--- config.mk ---
export PLATFORM = sky130hd
export DESIGN_NAME = cdcm_tx_scan_encoder
export DESIGN_NICKNAME = d
export VERILOG_FILES = /design/src/rtl/cdcm_tx_pkg.sv /design/src/rtl/cdcm_pulse_encoder.sv /design/src/rtl/cdcm_tx_scan_encoder.sv
export SDC_FILE = /design/constraint.sdc
export NUM_CORES = 1
export LEC_CHECK = 0
export CAP_MARGIN = 20
export CORE_AREA = 8 8 77 79
export CTS_CLUSTER_SIZE = 24
export DETAILED_ROUTE_END_ITERATION = 16
export DIE_AREA = 0 0 85 87
export HOLD_SLACK_MARGIN = 0.12
export MAX_ROUTING_LAYER = met4
export PLACE_DENSITY = 0.67
export SLEW_MARGIN = 10
export SYNTH_ARGS = -nofsm -noshare
export SYNTH_HDL_FRONTEND = slang
export SYNTH_SLANG_ARGS = --single-unit
--- constraint.sdc ---
create_clock -name clkIn -period 1.39 [get_ports clkIn]
set_input_delay 0.278 -clock clkIn [delete_from_list [all_inputs] [get_ports clkIn]]
set_output_delay 0.278 -clock clkIn [all_outputs]
set_load 0.02 [all_outputs]
--- src/rtl/cdcm_tx_pkg.sv ---
// cdcm_tx_pkg: shared state type and waveform/offset-table helpers for the CDCM transmitter
package cdcm_tx_pkg;
  typedef enum logic [1:0] {TRAIN, SCAN, RUN} state_t;
  function automatic logic [63:0] pulse_word(input int width, input int k);
    logic [63:0] w;
    w = '0;
    for (int j = 0; j < 64; j++) w[j] = (j < width) && (j >= width - k);
    return w;
  endfunction
  function automatic logic [31:0] offset_entry(input int i, input int taps, input int width);
    logic [31:0] v;
    v = 32'(i - taps / 2);
    return width >= 32 ? v : v & ((32'd1 << width) - 32'd1);
  endfunction
endpackage

--- src/rtl/cdcm_pulse_encoder.sv ---
// cdcm_pulse_encoder: maps one payload bit to a duty-cycle word, idle when no bit is presented
module cdcm_pulse_encoder
  import cdcm_tx_pkg::*;
#(
  parameter int kDevW     = 8,
  parameter int kModDepth = 1
) (
  input  logic             i_bit,
  input  logic             i_valid,
  output logic [kDevW-1:0] o_word
);
  localparam logic [63:0] IDLE_W = pulse_word(kDevW, kDevW / 2);
  localparam logic [63:0] ONE_W  = pulse_word(kDevW, kDevW / 2 + kModDepth);
  localparam logic [63:0] ZERO_W = pulse_word(kDevW, kDevW / 2 - kModDepth);
  assign o_word = !i_valid ? IDLE_W[kDevW-1:0] : i_bit ? ONE_W[kDevW-1:0] : ZERO_W[kDevW-1:0];
endmodule

--- src/rtl/cdcm_tx_scan_encoder.sv ---
// cdcm_tx_scan_encoder: CDCM transmit front-end sequencing training, offset scan, then payload
module cdcm_tx_scan_encoder
  import cdcm_tx_pkg::*;
#(
  parameter int kDevW         = 8,
  parameter int kModDepth     = 1,
  parameter int kNumTaps      = 8,
  parameter int kWidthScanTdc = 8,
  parameter int kTrainLen     = 64
) (
  input  logic                              clkIn,
  input  logic                              resetN,
  input  logic                              restartScan,
  input  logic                              txData,
  input  logic                              txValid,
  output logic                              txReady,
  output logic [kDevW-1:0]                  dOutToDevice,
  output logic [kNumTaps*kWidthScanTdc-1:0] offsetTable,
  output logic                              scanFinished
);
  localparam int kCntW = $clog2(kTrainLen > kNumTaps ? kTrainLen : kNumTaps) + 1;
  localparam logic [63:0] IDLE_W = pulse_word(kDevW, kDevW / 2);
  state_t r_state, w_state_nxt;
  logic [kCntW-1:0] r_cnt, w_cnt_nxt;
  logic [kDevW-1:0] r_dout, w_enc;
  logic [kNumTaps*kWidthScanTdc-1:0] r_table;
  logic [kWidthScanTdc-1:0] w_entry [kNumTaps];
  for (genvar g = 0; g < kNumTaps; g++) begin : g_tap
    localparam logic [31:0] E = offset_entry(g, kNumTaps, kWidthScanTdc);
    assign w_entry[g] = E[kWidthScanTdc-1:0];
  end
  assign txReady      = (r_state == RUN) && !restartScan;
  assign scanFinished = r_state == RUN;
  assign dOutToDevice = r_dout;
  assign offsetTable  = r_table;
  cdcm_pulse_encoder #(.kDevW(kDevW), .kModDepth(kModDepth)) u_enc (
    .i_bit  (txData),
    .i_valid(txValid && txReady),
    .o_word (w_enc)
  );
  // next state: restart dominates, counter clears on every state change and idles in RUN
  always_comb begin
    w_state_nxt = r_state;
    w_cnt_nxt   = r_cnt + 1'b1;
    if (restartScan) begin
      w_state_nxt = TRAIN;
      w_cnt_nxt   = '0;
    end else if (r_state == TRAIN && r_cnt == kCntW'(kTrainLen - 1)) begin
      w_state_nxt = SCAN;
      w_cnt_nxt   = '0;
    end else if (r_state == SCAN && r_cnt == kCntW'(kNumTaps - 1)) begin
      w_state_nxt = RUN;
      w_cnt_nxt   = '0;
    end else if (r_state == RUN) begin
      w_cnt_nxt   = '0;
    end
  end
  // state, counter and output word; the encoder already yields idle outside accepted RUN cycles
  always_ff @(posedge clkIn or negedge resetN) begin
    if (!resetN) begin
      r_state <= TRAIN;
      r_cnt   <= '0;
      r_dout  <= IDLE_W[kDevW-1:0];
    end else begin
      r_state <= w_state_nxt;
      r_cnt   <= w_cnt_nxt;
      r_dout  <= w_enc;
    end
  end
  // offset table: one entry per scan cycle, wiped on restart
  always_ff @(posedge clkIn or negedge resetN) begin
    if (!resetN) r_table <= '0;
    else if (restartScan) r_table <= '0;
    else for (int i = 0; i < kNumTaps; i++)
      if (r_state == SCAN && r_cnt == kCntW'(i)) r_table[i*kWidthScanTdc +: kWidthScanTdc] <= w_entry[i];
  end
endmodule

* Word level (Yosys, flattened, before mapping)
Index checks and enable logic that the tools add are counted.
Word-level totals: register bits after elaboration 81, logic and storage cells 63
Operators by class: add/subtract/negate cells 1, equal/unequal tests 10, muxes and demuxes 18, reduce and logical (&&, ||, !) cells 23
Operators with widths (count):
- $mux W8 | 9
- $mux W64 | 1
- $eq A7 B3 Y1 const B | 4
- $mux W7 | 4
- $reduce_bool A2 Y1 | 8
- $eq A7 B2 Y1 const B | 2
- $logic_and A1 B1 Y1 | 11
- $add A7 B1 Y7 const B | 1
- $eq A7 B1 Y1 const B | 1
- $eq A7 B6 Y1 const B | 1
- $logic_not A7 Y1 | 1
- $mux W2 | 3
- $mux W5 | 1
- $reduce_bool A3 Y1 | 1
- $eq A2 B1 Y1 const B | 1
- $eq A2 B2 Y1 const B | 1
- $logic_not A2 Y1 | 1
- $logic_not A1 Y1 | 1

* Depth between registers and ports, before layout
word-level depth 5, mapped depth 5, gate-level depth less buffers 5

* Modules after synthesis
A second synthesis with hierarchy kept.
Second synthesis, totals: cell total of the unflattened synthesis 152, area, all modules 1512.7 µm²
By module, submodules not included:
- cdcm_tx_scan_encoder | instances 1, cells each 142, area each 1447.6 µm², seq. area each 605.6 µm²
- cdcm_pulse_encoder | instances 1, cells each 10, area each 65.1 µm², seq. area each 0.0 µm²

* Worst setup path after synthesis
No wires, ideal clock.
path kind flip-flop to flip-flop, from reg r_cnt[5], to reg r_cnt[2], library setup time 142 ps, data arrival time 1333 ps, required time 1248 ps, setup slack -85 ps, stages on the path, launching flop included 4, path buffers 0, clock period less this slack 1475 ps, path through dfrtp_1 or4_4 nor3_4 nor3_1
Between the ends: word-level cells in the longest chain between the ends 5, elaborated cells between the ends (all ways) 7, classes of those cells eq/ne (2); mux (3); reduce/logical (2)
RTL lines:
- start, declared | line cdcm_tx_scan_encoder.sv:24 | logic [kCntW-1:0] r_cnt, w_cnt_nxt;
- start signal, assigned | line cdcm_tx_scan_encoder.sv:66 | r_cnt <= w_cnt_nxt;
- $eq A7 B3 Y1 | line cdcm_tx_scan_encoder.sv:51 | end else if (r_state == SCAN && r_cnt == kCntW'(kNumTaps - 1)) begin
- $logic_and A1 B1 Y1 | line cdcm_tx_scan_encoder.sv:51
- $mux W7 | line cdcm_tx_scan_encoder.sv:51
- $mux W7 (*) | line cdcm_tx_scan_encoder.sv:48 | end else if (r_state == TRAIN && r_cnt == kCntW'(kTrainLen - 1)) begin
- $mux W7 (*) | line cdcm_tx_scan_encoder.sv:45 | if (restartScan) begin
- net w_cnt_nxt[2] | line cdcm_tx_scan_encoder.sv:24
The timed path passes the listed nets; every way through them passes the cells marked *. A chain may end at the register's enable or synchronous reset.

* Worst setup path after layout
from reg r_state[0], to reg r_cnt[5]
Between the ends: word-level cells in the longest chain between the ends 5, elaborated cells between the ends (all ways) 9, classes of those cells eq/ne (2); mux (4); reduce/logical (3)
RTL lines:
- start, declared | line cdcm_tx_scan_encoder.sv:23 | state_t r_state, w_state_nxt;
- start signal, assigned | line cdcm_tx_scan_encoder.sv:65 | r_state <= w_state_nxt;
- $eq A2 B2 Y1 or $eq A2 B1 Y1 (tied branches) | line cdcm_tx_scan_encoder.sv:54, cdcm_tx_scan_encoder.sv:51
- $mux W7 or $logic_and A1 B1 Y1 (tied branches) | line cdcm_tx_scan_encoder.sv:54, cdcm_tx_scan_encoder.sv:51
- $mux W7 | line cdcm_tx_scan_encoder.sv:51
- $mux W7 (*) | line cdcm_tx_scan_encoder.sv:48
- $mux W7 (*) | line cdcm_tx_scan_encoder.sv:45
- net w_cnt_nxt[5] | line cdcm_tx_scan_encoder.sv:24
Marked as above.

==> flow_summary.yaml <==
status:
  outcome: "finished with violations"
  violations: "negative setup slack"
clocking:
  cts_sinks: 18
  htree_levels: 1
  cts_buffers: 3
  cts_root_buffer: "clkbuf_8"
  path_clk_slew_ps: 70
  clockBufferDepth: 2
  cts_setup_buffers: 0
  ctsHoldBuffers: 0
  cts_tree: "done"
  insertion_delay_ps: 260
worst_setup_path:
  crit_path_start: "r_state[0]$_DFFE_PN0P_"
  crit_type: "register to register"
  cp_top_family: "flip-flops"
  crit_end: "r_cnt[5]$_DFF_PN0_"
  path_max_fanout: 7
  end_kind: "register"
  worst_setup_path_start_kind: "register"
  r2r_end: "r_cnt[5]$_DFF_PN0_"
  cp_cell_sequence: "buf_6 -> or3_4 -> o311ai_2 -> buf_4 -> a211oi_2"
  max_stage_delay_ps: 380
  cp_data_required_time_ps: 1520
  r2r_slack_ps: -100
  path_buf_inv: 2
  ff2ff_path_depth: 5
  cp.depth: 5
  critPathSlowestCell: "dfrtp_1"
  reg2reg_from: "r_state[0]$_DFFE_PN0P_"
  arrival_ps: 1630
layout:
  drive_above_1_share: 0.239
  final_common_cell: "conb_1"
  final_cell_mix: "conb_1 (38), dlygate4sd2_1 (27), buf_4 (21)"
  utilization: 0.345
  postLayoutCellArea_um2: 1670
  finalNonFillerCells: 236
  area_growth_pct: 23.5
  nNetsFinal: 191
  fill_cells: 507
  diodes: 0
die:
  start_util: 0.280
  ioPinCount: 79
  num_rows: 26
  die-area_um2: 7400
  core_area_um2: 4850
  fp.dieW_um: 85
  dieHeight_um: 87
grt:
  grt_overflow: 0
  antenna_found_initial: 0
  grt_max_degree: 19
  grt_pass1_wl_um: 4270
  grt_usage: 0.0730
  grt_pass1_vias: 962
pwr:
  ir_worst_vdd_v: 0.000298
  power_mw: 1.10
  power_leakage_nw: 0.960
  power_density_nw_per_um2: 660
place:
  globalplace.congestion: 0.745
  dp_hpwl_um: 2340
  placed_cell_area_um2: 1630
  dpl.cell_count: 232
  port_buffers: 40
route:
  avgRoutedWirePerCell_um: 12.4
  routed_wl_um: 2930
  drtPass1Iterations: 2
  drtAntennaViolNets: 0
  drt_iter0_drc: 43
  routed_via_density: 3.98
  drc_errors: 0
  vias: 940
sta:
  skew_ps: 3.34
  rsz0062_at_grt: "yes"
  fin_setup_tns_ps: -896
  clock.fmax_mhz: 670
  fin_crit_sh: 1.07
  maxSlewViolCount: 0
  finalSetupViolations: 10
  layout_min_cycle_time_ps: 1490
  layout_setup_ws_ps: -103
  final_hold_viol_count: 0
min_path:
  hold_path.class: "input pin to asynchronous set/reset pin"
synth:
  syn_area_um2: 1360
  yosys_warnings: 0
  syn_inst: 144
  ys_ff_latch: 18
  seq_area_frac_synth: 0.333
  yosys.cell_types.count: 30
  synth.avg_cell_area_um2: 9.41
job:
  cap_violations: 0
==> worst register-to-register path: stages (launching register included) <==
cell and delay (ps):
dfrtp_1 380, buf_6 130, or3_4 360, o311ai_2 210, buf_4 220, a211oi_2 60
==> what timing repair did <==
item / in CTS / in global routing
setup endpoints to repair: 47 / 23
pin swaps: 0 / 1
gates resized for setup: 47 / 19
==> final cells by class <==
cell class	count	area (µm²)	share of cell area
timing repair buffer	61	512	0.306
inverter	5	18.8	0.0112
sequential	18	453	0.271
tap	56	70.1	0.0419
multi-input combinational	92	574	0.343
clock buffer	4	45.0	0.0269
==> cell families (layout without fill, tap and decap cells) <==
kind of cell / after synthesis / after routing / synth area share
xor gates and xnor gates: 3 / 3 / 0.0194
adders and majority gates: 5 / 5 / 0.0462
buffers and inverters: 70 / 70 / 0.374
AOI/OAI and AO/OA: 15 / 15 / 0.0813
DFF: 18 / 18 / 0.333
and+or+nand+nor: 31 / 31 / 0.140
other: 2 / 38 / 0.00554
==> through the flow <==
stage	worst slack (ps)	hold slack [ps]
6_report	-103	344
5_1_grt	-169	386
4_1_cts	-96.5	350
3_5_place_dp	-363	490
3_3_place_gp	-341	473
2_1_floorplan	-31.9	-17.6
==> flip-flops by register name, indices dropped and copies added, names as in the netlist <==
| register | count |
|---|---|
| r_cnt | 7 |
| r_state | 2 |
| dOutToDevice | 2 |
| offsetTable | 7 |
==> cells in the mapped netlist <==
cell type / instances / area [µm²]
a21oi_1: 1 / 5.00
o311ai_2: 1 / 16.3
nor3_4: 1 / 16.3
or4_4: 1 / 11.3
nand3_1: 3 / 15.0
o211a_1: 1 / 10.0
dfstp_2: 1 / 26.3
nand2b_1: 1 / 6.26
and3_1: 1 / 6.26
ha_1: 5 / 62.6
o21a_1: 2 / 15.0
o31ai_1: 1 / 7.51
inv_1: 5 / 18.8
a31oi_1: 5 / 31.3
nor4_1: 1 / 6.26
xor2_1: 2 / 17.5
nand3b_1: 2 / 15.0
nor3b_1: 1 / 7.51
or3_1: 4 / 25.0
xnor2_1: 1 / 8.76
nor2_1: 6 / 22.5
buf_4: 64 / 480
o21ai_0: 2 / 10.0
dfrtp_1: 17 / 425
and3b_1: 3 / 26.3
a211oi_1: 2 / 15.0
nor3_1: 5 / 25.0
clkbuf_4: 1 / 7.51
nand2_1: 2 / 7.51
conb_1: 2 / 7.51
==> report_power, final <==
part	total (mW)	switching, mW	internal [mW]
combinational	0.183	0.141	0.0426
clock	0.383	0.179	0.204
sequential	0.538	0.00666	0.531
total	1.10	0.326	0.777
==> worst min path at each step <==
stage	start	endpoint	cells after the start
detailed placement	offsetTable[40]$_DFFE_PN0P_	offsetTable[40]$_DFFE_PN0P_	2
floorplan	resetN	dOutToDevice[3]$_DFF_PN0_	0
CTS	resetN	offsetTable[14]$_DFFE_PN0P_	2
global placement	offsetTable[40]$_DFFE_PN0P_	offsetTable[40]$_DFFE_PN0P_	2
global route	resetN	offsetTable[22]$_DFFE_PN0P_	2
finish	resetN	offsetTable[22]$_DFFE_PN0P_	2
==> metal layers <==
metal  part of all wire  vias to the layer above  GRT usage
met4              0.014                        0     0.0291
met2               0.50                       47      0.126
met3              0.090                        5     0.0349
li1                   -                      451          -
met1               0.40                      437     0.0694
met5                  0                        -          -
Note: power is estimated with default switching activity, not from simulation.
